**src/rtl/complex_mag_pkg.sv**
```systemverilog
// Shared constants for the complex magnitude estimator and its moving-average stage.
package complex_mag_pkg;

  localparam logic [1:0] MODE_AMBM_Q     = 2'd0;
  localparam logic [1:0] MODE_AMBM_3_8   = 2'd1;
  localparam logic [1:0] MODE_AMBM_15_16 = 2'd2;
  localparam logic [1:0] MODE_POWER      = 2'd3;

  localparam int unsigned LOG_WIN_MIN = 1;
  localparam int unsigned LOG_WIN_MAX = 8;

endpackage

```
**src/rtl/mag_moving_avg.sv**
```systemverilog
// Windowed mean of a magnitude stream; the window restarts whenever the sample mode changes.
module mag_moving_avg
  import complex_mag_pkg::*;
#(
  parameter int unsigned DATA_WIDTH = 16,
  parameter int unsigned LOG_WIN    = 4
) (
  input  logic                  clock,
  input  logic                  reset,
  input  logic                  enable,
  input  logic [DATA_WIDTH-1:0] mag,
  input  logic [1:0]            mag_mode,
  input  logic                  mag_stb,
  output logic [DATA_WIDTH-1:0] avg,
  output logic                  avg_stb
);

  localparam int unsigned WIN   = 1 << LOG_WIN;
  localparam int unsigned SUM_W = DATA_WIDTH + LOG_WIN;
  localparam logic [LOG_WIN:0] FILL_FULL = {1'b1, {LOG_WIN{1'b0}}};

  logic [DATA_WIDTH-1:0] win_q [WIN];
  logic [LOG_WIN-1:0]    wr_ptr_q, wr_ptr_d, wr_idx;
  logic [LOG_WIN:0]      fill_q, fill_d;
  logic [SUM_W-1:0]      sum_q, sum_d;
  logic [1:0]            last_mode_q, last_mode_d;
  logic [DATA_WIDTH-1:0] avg_q, avg_d;
  logic                  avg_stb_q, avg_stb_d;

  always_comb begin
    sum_d       = sum_q;
    fill_d      = fill_q;
    wr_idx      = wr_ptr_q;
    last_mode_d = last_mode_q;
    avg_d       = avg_q;
    avg_stb_d   = 1'b0;
    if (mag_stb) begin
      last_mode_d = mag_mode;
      if (mag_mode != last_mode_q) begin
        // Stale entries are abandoned, not subtracted: the new mode starts a fresh window.
        sum_d  = SUM_W'(mag);
        fill_d = (LOG_WIN+1)'(1);
        wr_idx = '0;
      end else if (fill_q == FILL_FULL) begin
        sum_d = sum_q + SUM_W'(mag) - SUM_W'(win_q[wr_ptr_q]);
      end else begin
        sum_d  = sum_q + SUM_W'(mag);
        fill_d = fill_q + (LOG_WIN+1)'(1);
      end
      avg_stb_d = (fill_d == FILL_FULL);
      if (avg_stb_d) begin
        avg_d = sum_d[SUM_W-1:LOG_WIN];
      end
    end
    wr_ptr_d = mag_stb ? wr_idx + LOG_WIN'(1) : wr_ptr_q;
  end

  always_ff @(posedge clock) begin
    if (reset) begin
      for (int k = 0; k < WIN; k++) begin
        win_q[k] <= '0;
      end
      wr_ptr_q    <= '0;
      fill_q      <= '0;
      sum_q       <= '0;
      last_mode_q <= MODE_AMBM_Q;
      avg_q       <= '0;
      avg_stb_q   <= 1'b0;
    end else if (enable) begin
      if (mag_stb) begin
        win_q[wr_idx] <= mag;
      end
      wr_ptr_q    <= wr_ptr_d;
      fill_q      <= fill_d;
      sum_q       <= sum_d;
      last_mode_q <= last_mode_d;
      avg_q       <= avg_d;
      avg_stb_q   <= avg_stb_d;
    end
  end

  assign avg     = avg_q;
  assign avg_stb = avg_stb_q;

endmodule

```
**src/rtl/complex_mag_est.sv**
```systemverilog
// Three-stage I/Q magnitude estimator with four selectable estimators plus a windowed mean.
module complex_mag_est
  import complex_mag_pkg::*;
#(
  parameter int unsigned DATA_WIDTH = 16,
  parameter int unsigned LOG_WIN    = 4
) (
  input  logic                         clock,
  input  logic                         reset,
  input  logic                         enable,
  input  logic [1:0]                   mode,
  input  logic signed [DATA_WIDTH-1:0] i,
  input  logic signed [DATA_WIDTH-1:0] q,
  input  logic                         input_strobe,
  output logic [DATA_WIDTH-1:0]        mag,
  output logic                         mag_stb,
  output logic [DATA_WIDTH-1:0]        avg,
  output logic                         avg_stb
);

  localparam int unsigned DW = DATA_WIDTH;

  if (LOG_WIN < LOG_WIN_MIN || LOG_WIN > LOG_WIN_MAX) begin : g_bad_log_win
    $error("complex_mag_est: LOG_WIN out of range");
  end

  logic [DW-1:0]   abs_i_d, abs_q_d;
  logic [DW-1:0]   s1_abs_i_q, s1_abs_q_q;
  logic [1:0]      s1_mode_q;
  logic            s1_stb_q;
  logic [DW-1:0]   max_d, min_d;
  logic [2*DW-1:0] sq_i_d, sq_q_d;
  logic [DW-1:0]   s2_max_q, s2_min_q;
  logic [2*DW-1:0] s2_sq_i_q, s2_sq_q_q;
  logic [1:0]      s2_mode_q;
  logic            s2_stb_q;
  logic [DW:0]     mx, mn, comb;
  logic [2*DW-1:0] pwr_sum;
  logic            unused_pwr_lsbs;
  logic [DW-1:0]   mag_d, mag_q;
  logic [1:0]      mag_mode_q;
  logic            mag_stb_q;

  // Negating the most negative value yields 2^(DW-1) when read back as unsigned.
  assign abs_i_d = i[DW-1] ? $unsigned(-i) : $unsigned(i);
  assign abs_q_d = q[DW-1] ? $unsigned(-q) : $unsigned(q);

  assign max_d  = (s1_abs_i_q >= s1_abs_q_q) ? s1_abs_i_q : s1_abs_q_q;
  assign min_d  = (s1_abs_i_q >= s1_abs_q_q) ? s1_abs_q_q : s1_abs_i_q;
  assign sq_i_d = {{DW{1'b0}}, s1_abs_i_q} * {{DW{1'b0}}, s1_abs_i_q};
  assign sq_q_d = {{DW{1'b0}}, s1_abs_q_q} * {{DW{1'b0}}, s1_abs_q_q};

  // Each square is at most 2^(2DW-2), so the sum needs no carry bit.
  assign pwr_sum         = s2_sq_i_q + s2_sq_q_q;
  assign unused_pwr_lsbs = ^pwr_sum[DW-2:0];

  always_comb begin
    mx   = {1'b0, s2_max_q};
    mn   = {1'b0, s2_min_q};
    comb = '0;
    case (s2_mode_q)
      MODE_AMBM_Q:     comb = mx + (mn >> 2);
      MODE_AMBM_3_8:   comb = mx + (((mn << 1) + mn) >> 3);
      MODE_AMBM_15_16: comb = mx - (mx >> 4) + (mn >> 1) - (mn >> 5);
      default:         comb = pwr_sum[2*DW-1:DW-1];
    endcase
    // Only the power path can set the top bit, so this clamp is a no-op for modes 0-2.
    mag_d = comb[DW] ? '1 : comb[DW-1:0];
  end

  always_ff @(posedge clock) begin
    if (reset) begin
      s1_abs_i_q <= '0;
      s1_abs_q_q <= '0;
      s1_mode_q  <= '0;
      s1_stb_q   <= 1'b0;
      s2_max_q   <= '0;
      s2_min_q   <= '0;
      s2_sq_i_q  <= '0;
      s2_sq_q_q  <= '0;
      s2_mode_q  <= '0;
      s2_stb_q   <= 1'b0;
      mag_q      <= '0;
      mag_mode_q <= '0;
      mag_stb_q  <= 1'b0;
    end else if (enable) begin
      s1_abs_i_q <= abs_i_d;
      s1_abs_q_q <= abs_q_d;
      s1_mode_q  <= mode;
      s1_stb_q   <= input_strobe;
      s2_max_q   <= max_d;
      s2_min_q   <= min_d;
      s2_sq_i_q  <= sq_i_d;
      s2_sq_q_q  <= sq_q_d;
      s2_mode_q  <= s1_mode_q;
      s2_stb_q   <= s1_stb_q;
      mag_q      <= mag_d;
      mag_mode_q <= s2_mode_q;
      mag_stb_q  <= s2_stb_q;
    end
  end

  assign mag     = mag_q;
  assign mag_stb = mag_stb_q;

  mag_moving_avg #(
    .DATA_WIDTH(DATA_WIDTH),
    .LOG_WIN   (LOG_WIN)
  ) u_avg (
    .clock   (clock),
    .reset   (reset),
    .enable  (enable),
    .mag     (mag_q),
    .mag_mode(mag_mode_q),
    .mag_stb (mag_stb_q),
    .avg     (avg),
    .avg_stb (avg_stb)
  );

endmodule

```
**config.mk**
```make
export PLATFORM = sky130hd
export DESIGN_NAME = complex_mag_est
export DESIGN_NICKNAME = d
export VERILOG_FILES = /design/src/rtl/complex_mag_pkg.sv /design/src/rtl/mag_moving_avg.sv /design/src/rtl/complex_mag_est.sv
export SDC_FILE = /design/constraint.sdc
export NUM_CORES = 2
export LEC_CHECK = 0
export CORE_UTILIZATION = 40
export CTS_CLUSTER_SIZE = 10
export DETAILED_ROUTE_END_ITERATION = 12
export SYNTH_ARGS = -nofsm -noshare
export SYNTH_HDL_FRONTEND = slang
export SYNTH_HIERARCHICAL = 1
export SYNTH_SLANG_ARGS = --single-unit
```
**constraint.sdc**
```tcl
create_clock -name clock -period 10.59 [get_ports clock]
set_clock_uncertainty 0.15 [all_clocks]
set_input_delay 3.177 -clock clock [delete_from_list [all_inputs] [get_ports clock]]
set_output_delay 3.177 -clock clock [all_outputs]
set_load 0.02 [all_outputs]
```
==> results.toml <==
[placed_design]
dp_hpwl_um = 80120
dp_slack_ps = 3326
io_buffers = 71
routabilityCongestion = 0.8845

[worst_setup_path]
start_kind = "register"
slowest_stage = "dfxtp_1"
cp.arrival_ps = 7710
path_class = "register to register"
r2r_start = "s1_abs_q_q[10]$_SDFFE_PP0P_"
crit_chain = "inv_1 > nor2_1 > inv_1 > fa_1 > inv_1 > fa_1 > inv_1 > fa_1 > fa_1 > fa_1 > fa_1 > inv_1 > ha_1 > o21ai_0 > a21oi_1 > a21oi_1 > o211ai_1 > nand4_1 > a21oi_1 > o221ai_1 > or4b_1 > o311ai_0"
crit_path_max_incr_delay_ps = 740
endpoint_kind = "register"
r2r_end = "s2_sq_q_q[29]$_SDFFE_PP0P_"
critPathRequiredTime_ps = 11000
r2r_setup_slack_ps = 3290
cp_max_fo = 14
reg2reg_depth = 22
crit_buf_inv = 5
critPathTopFamily = "adder cells"
cp_common_cell = "fa_1"

[timing]
setup_viol = 0
fmax_mhz = 137.0
final_hold_viol_count = 0
finalCritPeriodShare = 0.6892
slew_viol_final = 0
finalSetupTns_ps = 0
setup_ws_ps = 3291
maxSlewHeadroom = 0.2428
rsz0062_at_grt = "false"
tightest_slew_ps = 1132
period_needed_ps = 7299

[floorplan]
start_util = 0.4033
die_x_um = 319.3
dieHeight_um = 319.3
rows = 116
dieArea_um2 = 102000
coreArea_um2 = 99860
io_pins = 72

[power]
vdd_drop_max_mv = 0.1635
power_density_nw_per_um2 = 132.8
power_leakage_nw = 20.08
power_mw = 5.874

[global_route]
grtUsageMet2 = 0.3652
grt_max_degree = 91
antenna_found_initial = 0
grt_pass1_vias = 29160
grt_pass1_wl_um = 169500
track_usage = 0.2137
met3_usage = 0.02178
use_met1 = 0.2885
grt_busiest_layer = "met2"
grt_remaining_overflow = 0

[logic_synthesis]
synth_cells = 4057
synthArstFlopShare = 0
synthDistinctLibCells = 91
syn_nets = 4785
synth-edff-count = 256
ys_ff_latch = 457
syn_avg_cell_area_um2 = 9.927
ys.warnings.count = 6
ys.flop_type = "edfxtp_1"
ys_seq_area_frac = 0.2908
syn-cell-area_um2 = 40270

[drt]
drt_iter0_markers = 1874
finalWirelength_um = 108400
vias = 28760
first_pass_iters = 6
wl_per_cell_um = 20.07
viasPerCell = 5.323
ant_nets = 0
drc = 0

[cts]
cts-buffers-inserted = 56
htreeDepth = 2
postCtsSetupRepairBufs = 0
cts_hold_repair.buffers = 0
cts_tree = "built"
clk_pin_slew_ps = 60
numClockSinks = 457
cts_root_buffer = "clkbuf_16"
clkLatencyLatePin_ps = 670
ctsResizeCount = 0
cts_buffer_depth = 3

[final_layout]
layout_common_cells = "586 x inv_1, 353 x fa_1, 337 x ha_1"
num-fill-cells = 9540
area_delta_synth_final_pct = 9.796
drive_gt1_frac = 0.06944
final_common_cell = "inv_1"
final_nets = 4789

[worst_hold_path]
hold_path_class = "register to register"
min_path_cells = 2
min_from = "u_avg/avg[6]$_SDFFE_PP0P_"
worst_hold_path.endpoint = "u_avg/avg[6]$_SDFFE_PP0P_"

[status]
status = "finished, final reports clean"

[job]
cap_violations = 0
per-layer routing:
layer,share of wire,routed length [um]
met3,0.045,4872
met4,0.023,2540
met2,0.49,52870
met1,0.44,48150
met5,0,0
per-stage QoR:
stage / cells / hold slack [ps] / cell area [um^2] / utilization
floorplan: 4057 / 279.1 / 40270 / -
global placement: 5301 / 294.2 / 42400 / 0.4246
detailed placement: 5301 / 296.5 / 42400 / 0.4246
CTS: 5402 / 305.0 / 44220 / 0.4428
global route: 5402 / 338.0 / 44220 / 0.4428
finish: 5403 / 304.8 / 44220 / 0.4428
flip-flops by register name, indices dropped and copies added (netlist names), 20 cells and up, named ones only:
register / cells
s2_sq_q_q: 30
u_avg/win_q: 256
s2_sq_i_q: 30
u_avg/sum_q: 20
cell families after synthesis:
kind of cell | Yosys count | share of synthesized area
and+or+nand+nor | 1199 | 0.1499
AOI/OAI and AO/OA | 571 | 0.09715
buffers and inverters | 784 | 0.07366
muxes | 191 | 0.07248
xor gates and xnor gates | 165 | 0.03588
DFF | 457 | 0.2908
adders and majority gates | 690 | 0.2802
cell type report:
type                    count  area (um^2)  share of cell area
clock buffers              89         1577             0.03565
clock inverters            12        239.0            0.005404
repair buffers            138         1221             0.02762
flip-flops and latches    457        11720              0.2650
inverters                 592         2222             0.05025
diodes                      1        2.502          0.00005659
well taps                1298         1624             0.03673
multi-input cells        2816        25620              0.5793
synth_stat cells, types with 14 or more instances:
cell type	number	area [um^2]
o211ai_1	14	105.1
and3_1	88	550.5
a21o_1	50	375.4
nand4_1	14	87.58
nand3_1	43	215.2
or3_1	14	87.58
nor3_1	29	145.1
nor2b_1	21	131.4
xnor2_1	106	928.4
o21ai_0	100	500.5
a211oi_1	95	713.2
clkbuf_1	164	615.6
mux4_2	80	1802
nand2_1	276	1036
a21oi_1	137	685.7
buf_1	19	71.32
nor2_1	325	1220
edfxtp_1	256	7687
a31oi_1	14	87.58
and2_1	249	1558
dfxtp_1	201	4024
nand2b_1	47	294.0
fa_1	353	7067
ha_1	337	4217
o21a_1	17	127.6
mux2i_1	106	1061
inv_1	586	2200
or2_2	25	156.4
a211o_1	16	140.1
xor2_1	59	516.8
o21bai_1	17	127.6
worst min-delay path: stages, from the launching register on:
cell and delay (ps):
dfxtp_1 310, nand2_1 50, a21oi_1 50
how the worst max path moves through the flow:
stage                                     start                    endpoint  slack (ps)  cells after the start
floorplan            s1_abs_i_q[6]$_SDFFE_PP0P_  s2_sq_i_q[26]$_SDFFE_PP0P_        4150                     22
finish              s1_abs_q_q[10]$_SDFFE_PP0P_  s2_sq_q_q[29]$_SDFFE_PP0P_        3290                     22
detailed placement  s1_abs_q_q[10]$_SDFFE_PP0P_  s2_sq_q_q[29]$_SDFFE_PP0P_        3330                     22
global route         s1_abs_q_q[2]$_SDFFE_PP0P_  s2_sq_q_q[29]$_SDFFE_PP0P_        2830                     22
global placement     s1_abs_q_q[1]$_SDFFE_PP0P_  s2_sq_q_q[29]$_SDFFE_PP0P_        3460                     24
CTS                 s1_abs_q_q[10]$_SDFFE_PP0P_  s2_sq_q_q[29]$_SDFFE_PP0P_        3300                     22
where the power goes:
part | internal [mW] | switching (mW) | total, mW
logic | 0.754 | 1.14 | 1.90
clock network | 1.12 | 0.779 | 1.90
registers | 1.98 | 0.104 | 2.08
Power figures use the tool's default switching activity.
